File: config.mk
export PLATFORM = sky130hd
export DESIGN_NAME = hazard_fwd_unit
export DESIGN_NICKNAME = d
export VERILOG_FILES = /design/src/rtl/hazard_fwd_unit_pkg.sv /design/src/rtl/hazard_fwd_unit_compare.sv /design/src/rtl/hazard_fwd_unit.sv
export SDC_FILE = /design/constraint.sdc
export NUM_CORES = 1
export LEC_CHECK = 0
export BUFFER_PORTS_ARGS = -buffer_cell sky130_fd_sc_hd__clkbuf_2
export CAP_MARGIN = 20
export CORE_UTILIZATION = 53
export DETAILED_ROUTE_END_ITERATION = 10
export GPL_TIMING_DRIVEN = 0
export MAX_ROUTING_LAYER = met4
export PLACE_DENSITY = 0.78
export SLEW_MARGIN = 40
export SYNTH_ARGS = -nofsm -noshare
export SYNTH_HDL_FRONTEND = slang
export SYNTH_SLANG_ARGS = --single-unit
File: constraint.sdc
create_clock -name clk -period 2.2 [get_ports clk]
set_input_delay 0.44 -clock clk [delete_from_list [all_inputs] [get_ports clk]]
set_output_delay 0.44 -clock clk [all_outputs]
set_load 0.005 [all_outputs]
File: src/rtl/hazard_fwd_unit_pkg.sv
// Shared CPU pipeline definitions: operand-select codes and hazard tag layout.
package hazard_fwd_unit_pkg;

  localparam logic [1:0] FWD_RF  = 2'b00;
  localparam logic [1:0] FWD_MEM = 2'b01;
  localparam logic [1:0] FWD_WB  = 2'b10;

  localparam int unsigned TAG_REGW = 5;

  typedef struct packed {
    logic valid;
    logic regwrite;
    logic is_load;
  } tag_flags_t;

endpackage

File: src/rtl/hazard_fwd_unit_compare.sv
// Operand select for one EX source: MEM-stage producer wins over WB-stage producer.
module fwd_compare
  import hazard_fwd_unit_pkg::*;
#(
  parameter int REGW = 5
) (
  input  logic [REGW-1:0] rs_i,
  input  logic            rs_used_i,
  input  tag_flags_t      mem_tag_i,
  input  logic [REGW-1:0] mem_rd_i,
  input  tag_flags_t      wb_tag_i,
  input  logic [REGW-1:0] wb_rd_i,
  output logic [1:0]      sel_o
);

  logic mem_hit;
  logic wb_hit;

  assign mem_hit = rs_used_i & mem_tag_i.valid & mem_tag_i.regwrite &
                   (mem_rd_i != '0) & (mem_rd_i == rs_i);
  assign wb_hit  = rs_used_i & wb_tag_i.valid & wb_tag_i.regwrite &
                   (wb_rd_i != '0) & (wb_rd_i == rs_i);

  always_comb begin
    sel_o = FWD_RF;
    if (mem_hit) begin
      sel_o = FWD_MEM;
    end else if (wb_hit) begin
      sel_o = FWD_WB;
    end
  end

endmodule

File: src/rtl/hazard_fwd_unit.sv
// Hazard detection and forwarding control: tracks EX/MEM/WB tags, issues
// one-cycle load-use stalls and drives the EX operand-select codes.
module hazard_fwd_unit
  import hazard_fwd_unit_pkg::*;
#(
  parameter int REGW = 5,
  parameter int CNTW = 16
) (
  input  logic            clk,
  input  logic            rst_n,
  input  logic            id_valid,
  input  logic [REGW-1:0] id_rs1,
  input  logic [REGW-1:0] id_rs2,
  input  logic            id_rs1_used,
  input  logic            id_rs2_used,
  input  logic [REGW-1:0] id_rd,
  input  logic            id_regwrite,
  input  logic            id_is_load,
  input  logic            ex_flush,
  output logic [1:0]      fwd_a_sel,
  output logic [1:0]      fwd_b_sel,
  output logic            stall_if_id,
  output logic            bubble_ex,
  output logic [CNTW-1:0] stall_count
);

  tag_flags_t      ex_tag_q, ex_tag_d, mem_tag_q, wb_tag_q;
  logic [REGW-1:0] ex_rd_q, ex_rs1_q, ex_rs2_q, mem_rd_q, wb_rd_q;
  logic            ex_rs1_used_q, ex_rs2_used_q;
  logic [CNTW-1:0] stall_count_q, stall_count_d;
  logic            load_use;
  logic            unused_tag_bits;

  // Load result is not available until MEM completes, so a dependent ID
  // instruction must wait one cycle behind a load sitting in EX.
  assign load_use = ex_tag_q.valid & ex_tag_q.is_load & (ex_rd_q != '0) & id_valid &
                    ((id_rs1_used & (id_rs1 == ex_rd_q)) |
                     (id_rs2_used & (id_rs2 == ex_rd_q)));

  assign stall_if_id = rst_n & load_use & ~ex_flush;
  assign bubble_ex   = rst_n & (load_use | ex_flush);
  assign stall_count = stall_count_q;

  assign unused_tag_bits = ^{mem_tag_q.is_load, wb_tag_q.is_load};

  always_comb begin
    ex_tag_d = '{valid: id_valid, regwrite: id_regwrite, is_load: id_is_load};
    if (bubble_ex) begin
      ex_tag_d.valid = 1'b0;
    end
  end

  always_comb begin
    stall_count_d = stall_count_q;
    if (stall_if_id && (stall_count_q != {CNTW{1'b1}})) begin
      stall_count_d = stall_count_q + {{(CNTW-1){1'b0}}, 1'b1};
    end
  end

  always_ff @(posedge clk or negedge rst_n) begin
    if (!rst_n) begin
      ex_tag_q      <= '0;
      ex_rd_q       <= '0;
      ex_rs1_q      <= '0;
      ex_rs2_q      <= '0;
      ex_rs1_used_q <= 1'b0;
      ex_rs2_used_q <= 1'b0;
      mem_tag_q     <= '0;
      mem_rd_q      <= '0;
      wb_tag_q      <= '0;
      wb_rd_q       <= '0;
      stall_count_q <= '0;
    end else begin
      ex_tag_q      <= ex_tag_d;
      ex_rd_q       <= id_rd;
      ex_rs1_q      <= id_rs1;
      ex_rs2_q      <= id_rs2;
      ex_rs1_used_q <= id_rs1_used;
      ex_rs2_used_q <= id_rs2_used;
      mem_tag_q     <= ex_tag_q;
      mem_rd_q      <= ex_rd_q;
      wb_tag_q      <= mem_tag_q;
      wb_rd_q       <= mem_rd_q;
      stall_count_q <= stall_count_d;
    end
  end

  fwd_compare #(.REGW(REGW)) u_cmp_a (
    .rs_i      (ex_rs1_q),
    .rs_used_i (ex_tag_q.valid & ex_rs1_used_q),
    .mem_tag_i (mem_tag_q),
    .mem_rd_i  (mem_rd_q),
    .wb_tag_i  (wb_tag_q),
    .wb_rd_i   (wb_rd_q),
    .sel_o     (fwd_a_sel)
  );

  fwd_compare #(.REGW(REGW)) u_cmp_b (
    .rs_i      (ex_rs2_q),
    .rs_used_i (ex_tag_q.valid & ex_rs2_used_q),
    .mem_tag_i (mem_tag_q),
    .mem_rd_i  (mem_rd_q),
    .wb_tag_i  (wb_tag_q),
    .wb_rd_i   (wb_rd_q),
    .sel_o     (fwd_b_sel)
  );

endmodule

# After elaboration in Yosys (flattened, before gate mapping)
# Index checks and enable logic that the tools add are counted.
dict set report totals {
  latch_bits 0
  ram_bits 0
  inputBits 23
  rom_bits 0
  mem_count 0
  reg_bits 50
  word_cells 62
}
dict set report op_classes {
  bitwise_logic 30
  n_lt_le_gt_ge 0
  n_reduce_logical 4
  muxes 5
  eq_ne 7
  n_addsub 1
  div 0
  shift 0
  mul 0
}
# op n
set op_table {}
lappend op_table {{5-bit == test} 6}
lappend op_table {{1-bit AND} 27}
lappend op_table {{16-bit by 1-bit adder with 16-bit output, second input constant} 1}
lappend op_table {{16-bit inequality test, second input constant} 1}
lappend op_table {{5-bit nonzero test} 3}
lappend op_table {{2-bit 2-to-1 mux} 4}
lappend op_table {{1-bit OR} 2}
lappend op_table {{1-bit logical AND} 1}
lappend op_table {{1-bit 2-to-1 mux} 1}
lappend op_table {{1-bit NOT} 1}

# Longest topological paths before layout
dict set report logic_depth {
  ltp_word 7
  mapped_depth 6
  depth_no_buf 5
}

# By module
# Synthesis repeated with hierarchy kept, for this count alone.
dict set report unflattened {
  cells_unflattened 174
  area_unflattened_um2 2183.3
}
# mod cells_each seq_area_each_um2 instances area_per_inst_um2
set modules_own_cells {}
lappend modules_own_cells {hazard_fwd_unit 132 1301.2 1 1863.0}
lappend modules_own_cells {fwd_compare 21 0.0 2 160.2}

# Worst setup path before layout
# No wires, ideal clock.
dict set report synth_timing {
  path_type {register -> output}
  start {register ex_rd_q[1]}
  end {output stall_if_id}
  slack_ns 0.276
  path_stages_with_launch 6
  required_time_ns 1.760
  t_arrival_ns 1.484
  cell_sequence {dfrtp_1 or4_1 o21ai_2 nor2_2 buf_6 and2_1}
}
dict set report synth_via {
  elab_chain_cells 6
}
# item line_no
set synth_rtl {}
lappend synth_rtl {{from (decl)} hazard_fwd_unit.sv:28} ;# logic [REGW-1:0] ex_rd_q, ex_rs1_q, ex_rs2_q, mem_rd_q, wb_rd_q;
lappend synth_rtl {{from (signal assigned)} hazard_fwd_unit.sv:75} ;# ex_rd_q <= id_rd;
lappend synth_rtl {{5-bit == test (tied with other cells)} hazard_fwd_unit.sv:37} ;# ((id_rs1_used & (id_rs1 == ex_rd_q)) |
lappend synth_rtl {{1-bit AND (on tied branches)} {hazard_fwd_unit.sv:37, hazard_fwd_unit.sv:36, hazard_fwd_unit.sv:38}}
lappend synth_rtl {{1-bit OR / 1-bit AND (equally long branches)} {hazard_fwd_unit.sv:37, hazard_fwd_unit.sv:36}}
lappend synth_rtl {{1-bit AND (*)} hazard_fwd_unit.sv:36} ;# assign load_use = ex_tag_q.valid & ex_tag_q.is_load & (ex_rd_q != '0) & id_valid &
lappend synth_rtl {{1-bit AND (*) (2 in a row)} hazard_fwd_unit.sv:40} ;# assign stall_if_id = rst_n & load_use & ~ex_flush;
lappend synth_rtl {{to (decl)} hazard_fwd_unit.sv:22} ;# output logic stall_if_id,
# Mark *: on every way between the ends. The rest lies on a longest branch, timed or not.

# Worst setup path after layout
dict set report layout_timing {
  start {register mem_rd_q[3]}
  end {output fwd_b_sel[0]}
}
dict set report layout_via {
  elab_chain_cells 4
}
# item line_no
set layout_rtl {}
lappend layout_rtl {{from (decl)} hazard_fwd_unit.sv:28}
lappend layout_rtl {{from (signal assigned)} hazard_fwd_unit.sv:81} ;# mem_rd_q <= ex_rd_q;
lappend layout_rtl {{5-bit nonzero test} hazard_fwd_unit_compare.sv:20} ;# (mem_rd_i != '0) & (mem_rd_i == rs_i);
lappend layout_rtl {{1-bit AND} hazard_fwd_unit_compare.sv:19} ;# assign mem_hit = rs_used_i & mem_tag_i.valid & mem_tag_i.regwrite &
lappend layout_rtl {{1-bit AND (*)} hazard_fwd_unit_compare.sv:20}
lappend layout_rtl {{via u_cmp_b.mem_hit} hazard_fwd_unit_compare.sv:16} ;# logic mem_hit;
lappend layout_rtl {{2-bit 2-to-1 mux (*)} hazard_fwd_unit_compare.sv:26} ;# if (mem_hit) begin
lappend layout_rtl {{to (decl)} hazard_fwd_unit.sv:21} ;# output logic [1:0] fwd_b_sel,
# The timed path passes the listed nets; every way through them passes the cells marked *.

==> out/results.ini <==
[logic_synthesis]
ys_seq_elements = 50
synth_nets = 199
synth_cells = 175
synth_compound_area_share_pct = 2.262
syn_avg_cell_area_um2 = 12.33
yosys-mux-area-fraction_pct = 2.088
synthAdderAreaFrac_pct = 0.5800
ys_seq_area_share_pct = 58.00
syn_area_mm2 = 0.002157
synth_cell_types = 29
synth_top_family_by_area = simple AND/OR/NAND/NOR gates
synthSimpleGateAreaFrac_pct = 17.23
synthXorXnorAreaFrac_pct = 17.05
ys_warn_count = 0

[global_route]
grt.overflow.total = 0
antenna_found_initial = 0
grt_use_total_pct = 23.05
grt_pass1_vias = 1500
grt_pass1_wl_um = 7010
grt_max_degree = 53

[cts]
numCtsBuffers = 5
clock_sinks = 50
cts-root-buf = clkbuf_8
cts_max_level = 2
clockBufferDepth = 2
clk_pin_slew_ns = 0.08
cts_tree = yes
holdBufCountCts = 0
clock_latency_ns = 0.30

[floorplan]
rows = 22
die_area_mm2 = 0.004329
die_w_um = 65.80
die_y_um = 65.80
core-area_mm2 = 0.003771
ios = 45
start_util_pct = 57.20

[critical_path]
ff2ff_path_depth = 5
timing.rr.start = stall_count[7]
critical_path_class = reg2out
critical_path.startpoint_type = register
end_kind = primary output
path_cells = or4_1 -> o211ai_1 -> nor4_1 -> buf_4 -> clkbuf_2
critPathBufInv = 2
critPathLaunch = mem_rd_q[3]
path_depth = 5
arrival_ns = 1.81
slowest_delay_ns = 0.51
path_max_fanout = 3
critPathSlowestCell = or4_1
cp.required_ns = 1.76
cp_top_family = simple AND/OR/NAND/NOR gates

[timing]
skew_ns = 0.005289
max_clock_freq_mhz = 444.3
setup_violations = 6
fin_crit_ns = 2.251
finalHoldViolCount = 0
finalSetupTns_ns = -0.2367
final_max_slew_viol_count = 0
rsz0062_at_grt = true
fin_ws_ns = -0.05082
fin_crit_sh_pct = 102.3
max_slew_margin_pct = 71.60
worst_pin_slew_ns = 0.4221

[hold_path]
hold_path_class = in2async

[layout]
layout_commonest_cell = dfrtp_1
layout_common_cells = dfrtp_1 (50), clkbuf_2 (43), xnor2_1 (35)
utilization_pct = 72.76
diodes = 0
finalInstanceArea_mm2 = 0.002744
syn2layout_area_growth_pct = 27.20
fin_nets = 269
stdcell_count = 294
drive_above_1_share_pct = 36.99

[placement]
placed_area_mm2 = 0.002440
hpwl_um = 3011
gp_congestion = 0.8753
post-place-cells = 267
io_buffers = 44

[flow_run]
max_cap_violations = 0

[pwr]
power_density_mw_per_mm2 = 639.4
totalPowerFinal_mw = 1.754
cellLeakagePower_nw = 1.255
peakVddDrop_mv = 0.5822

[routing]
drt.antenna.violating_nets = 0
drt_iter0_drc = 91
wirelength_um = 4297
wl_per_cell_um = 14.62
via_per_inst = 5.350
first_pass_iters = 4
drc = 0
vias = 1573

[outcome]
violations = setup timing
outcome = complete, but fails checks

==> logic make-up (layout without fill, tap and decap cells) <==
| logic type | Yosys count | after routing |
|---|---|---|
| buffers and inverters | 8 | 79 |
| AO/OA/AOI/OAI | 6 | 6 |
| XOR/XNOR | 42 | 42 |
| multiplexers | 4 | 4 |
| AND/OR/NAND/NOR | 64 | 64 |
| adder cells (fa/ha/maj) | 1 | 1 |
| flip-flops | 50 | 50 |
==> what timing repair did <==
item	in CTS	in global routing
pin swaps	8	7
buffers inserted	9	11
gates resized for setup	6	4
endpoints found under the setup margin	6	6
==> path summary, 6_finish.rpt <==
kind	slack (ns)	endpoint
worst min register to register	0.36	mem_tag_q[1]
worst max register to register	0.27	stall_count[1]
worst max-delay path	-0.05	fwd_b_sel[0]
max in group asynchronous	1.83	stall_count[9]
min in group clk	0.24	ex_rd_q[1]
worst min-delay path	0.07	wb_rd_q[3]
==> synthesized netlist by cell type <==
cell type,n,share of area [%]
dfrtp_1,50,58
xnor2_1,38,15
nand4_1,17,4.9
nand2_1,9,1.6
nor2_1,8,1.4
nand3_1,7,1.6
or4_1,5,1.7
xor2_1,4,1.6
and3_1,3,0.87
and3_2,3,1.0
buf_6,3,1.6
inv_1,3,0.52
mux2_2,3,1.6
nor4_1,3,0.87
and4_1,2,0.81
buf_4,2,0.70
nand2b_1,2,0.58
o211ai_1,2,0.70
a21oi_1,1,0.23
and2_1,1,0.29
ha_1,1,0.58
mux2_1,1,0.52
nand3_2,1,0.46
nor2_2,1,0.29
nor3_1,1,0.23
o21a_1,1,0.35
o21ai_2,1,0.41
o22ai_2,1,0.58
or3_4,1,0.52
==> per-stage QoR <==
| stage | hold WS (ns) | worst slack (ns) |
|---|---|---|
| floorplan | 0.1444 | 0.2759 |
| global placement | 0.3371 | -0.5380 |
| detailed placement | 0.3442 | -0.09659 |
| CTS | 0.08348 | -0.07660 |
| global route | 0.08367 | -0.1490 |
| finish | 0.06611 | -0.05082 |
==> area by class of cell <==
class,count,area [µm²]
fillers,259,1027
well taps,48,60.06
inverters,3,11.26
multi-input cells,117,898.4
repair buffers,64,379.1
flip-flops and latches,50,1251
clock buffers,7,76.32
plain buffers,4,37.54
clock inverters,1,30.03
==> metal layers <==
layer | track usage (%) | routed length, µm | vias to the layer above
met5 | - | 0 | -
met4 | 9.783 | 51 | 0
li1 | - | - | 749
met2 | 33.67 | 2053 | 49
met3 | 6.207 | 224 | 5
met1 | 30.39 | 1967 | 770
==> power breakdown <==
part	switching [mW]	internal, mW	total (mW)
clock	0.278	0.340	0.618
sequential	0.0310	0.952	0.983
combinational	0.0723	0.0820	0.154
total	0.381	1.37	1.75
==> state kept, by name, summed over array words and instances, names as in the netlist <==
signal	cells
ex_rd_q	5
ex_rs1_q	5
ex_rs1_used_q	1
ex_rs2_q	5
ex_rs2_used_q	1
ex_tag_q	3
mem_rd_q	5
mem_tag_q	2
stall_count	16
wb_rd_q	5
wb_tag_q	2
(Power assumes the default switching activity.)
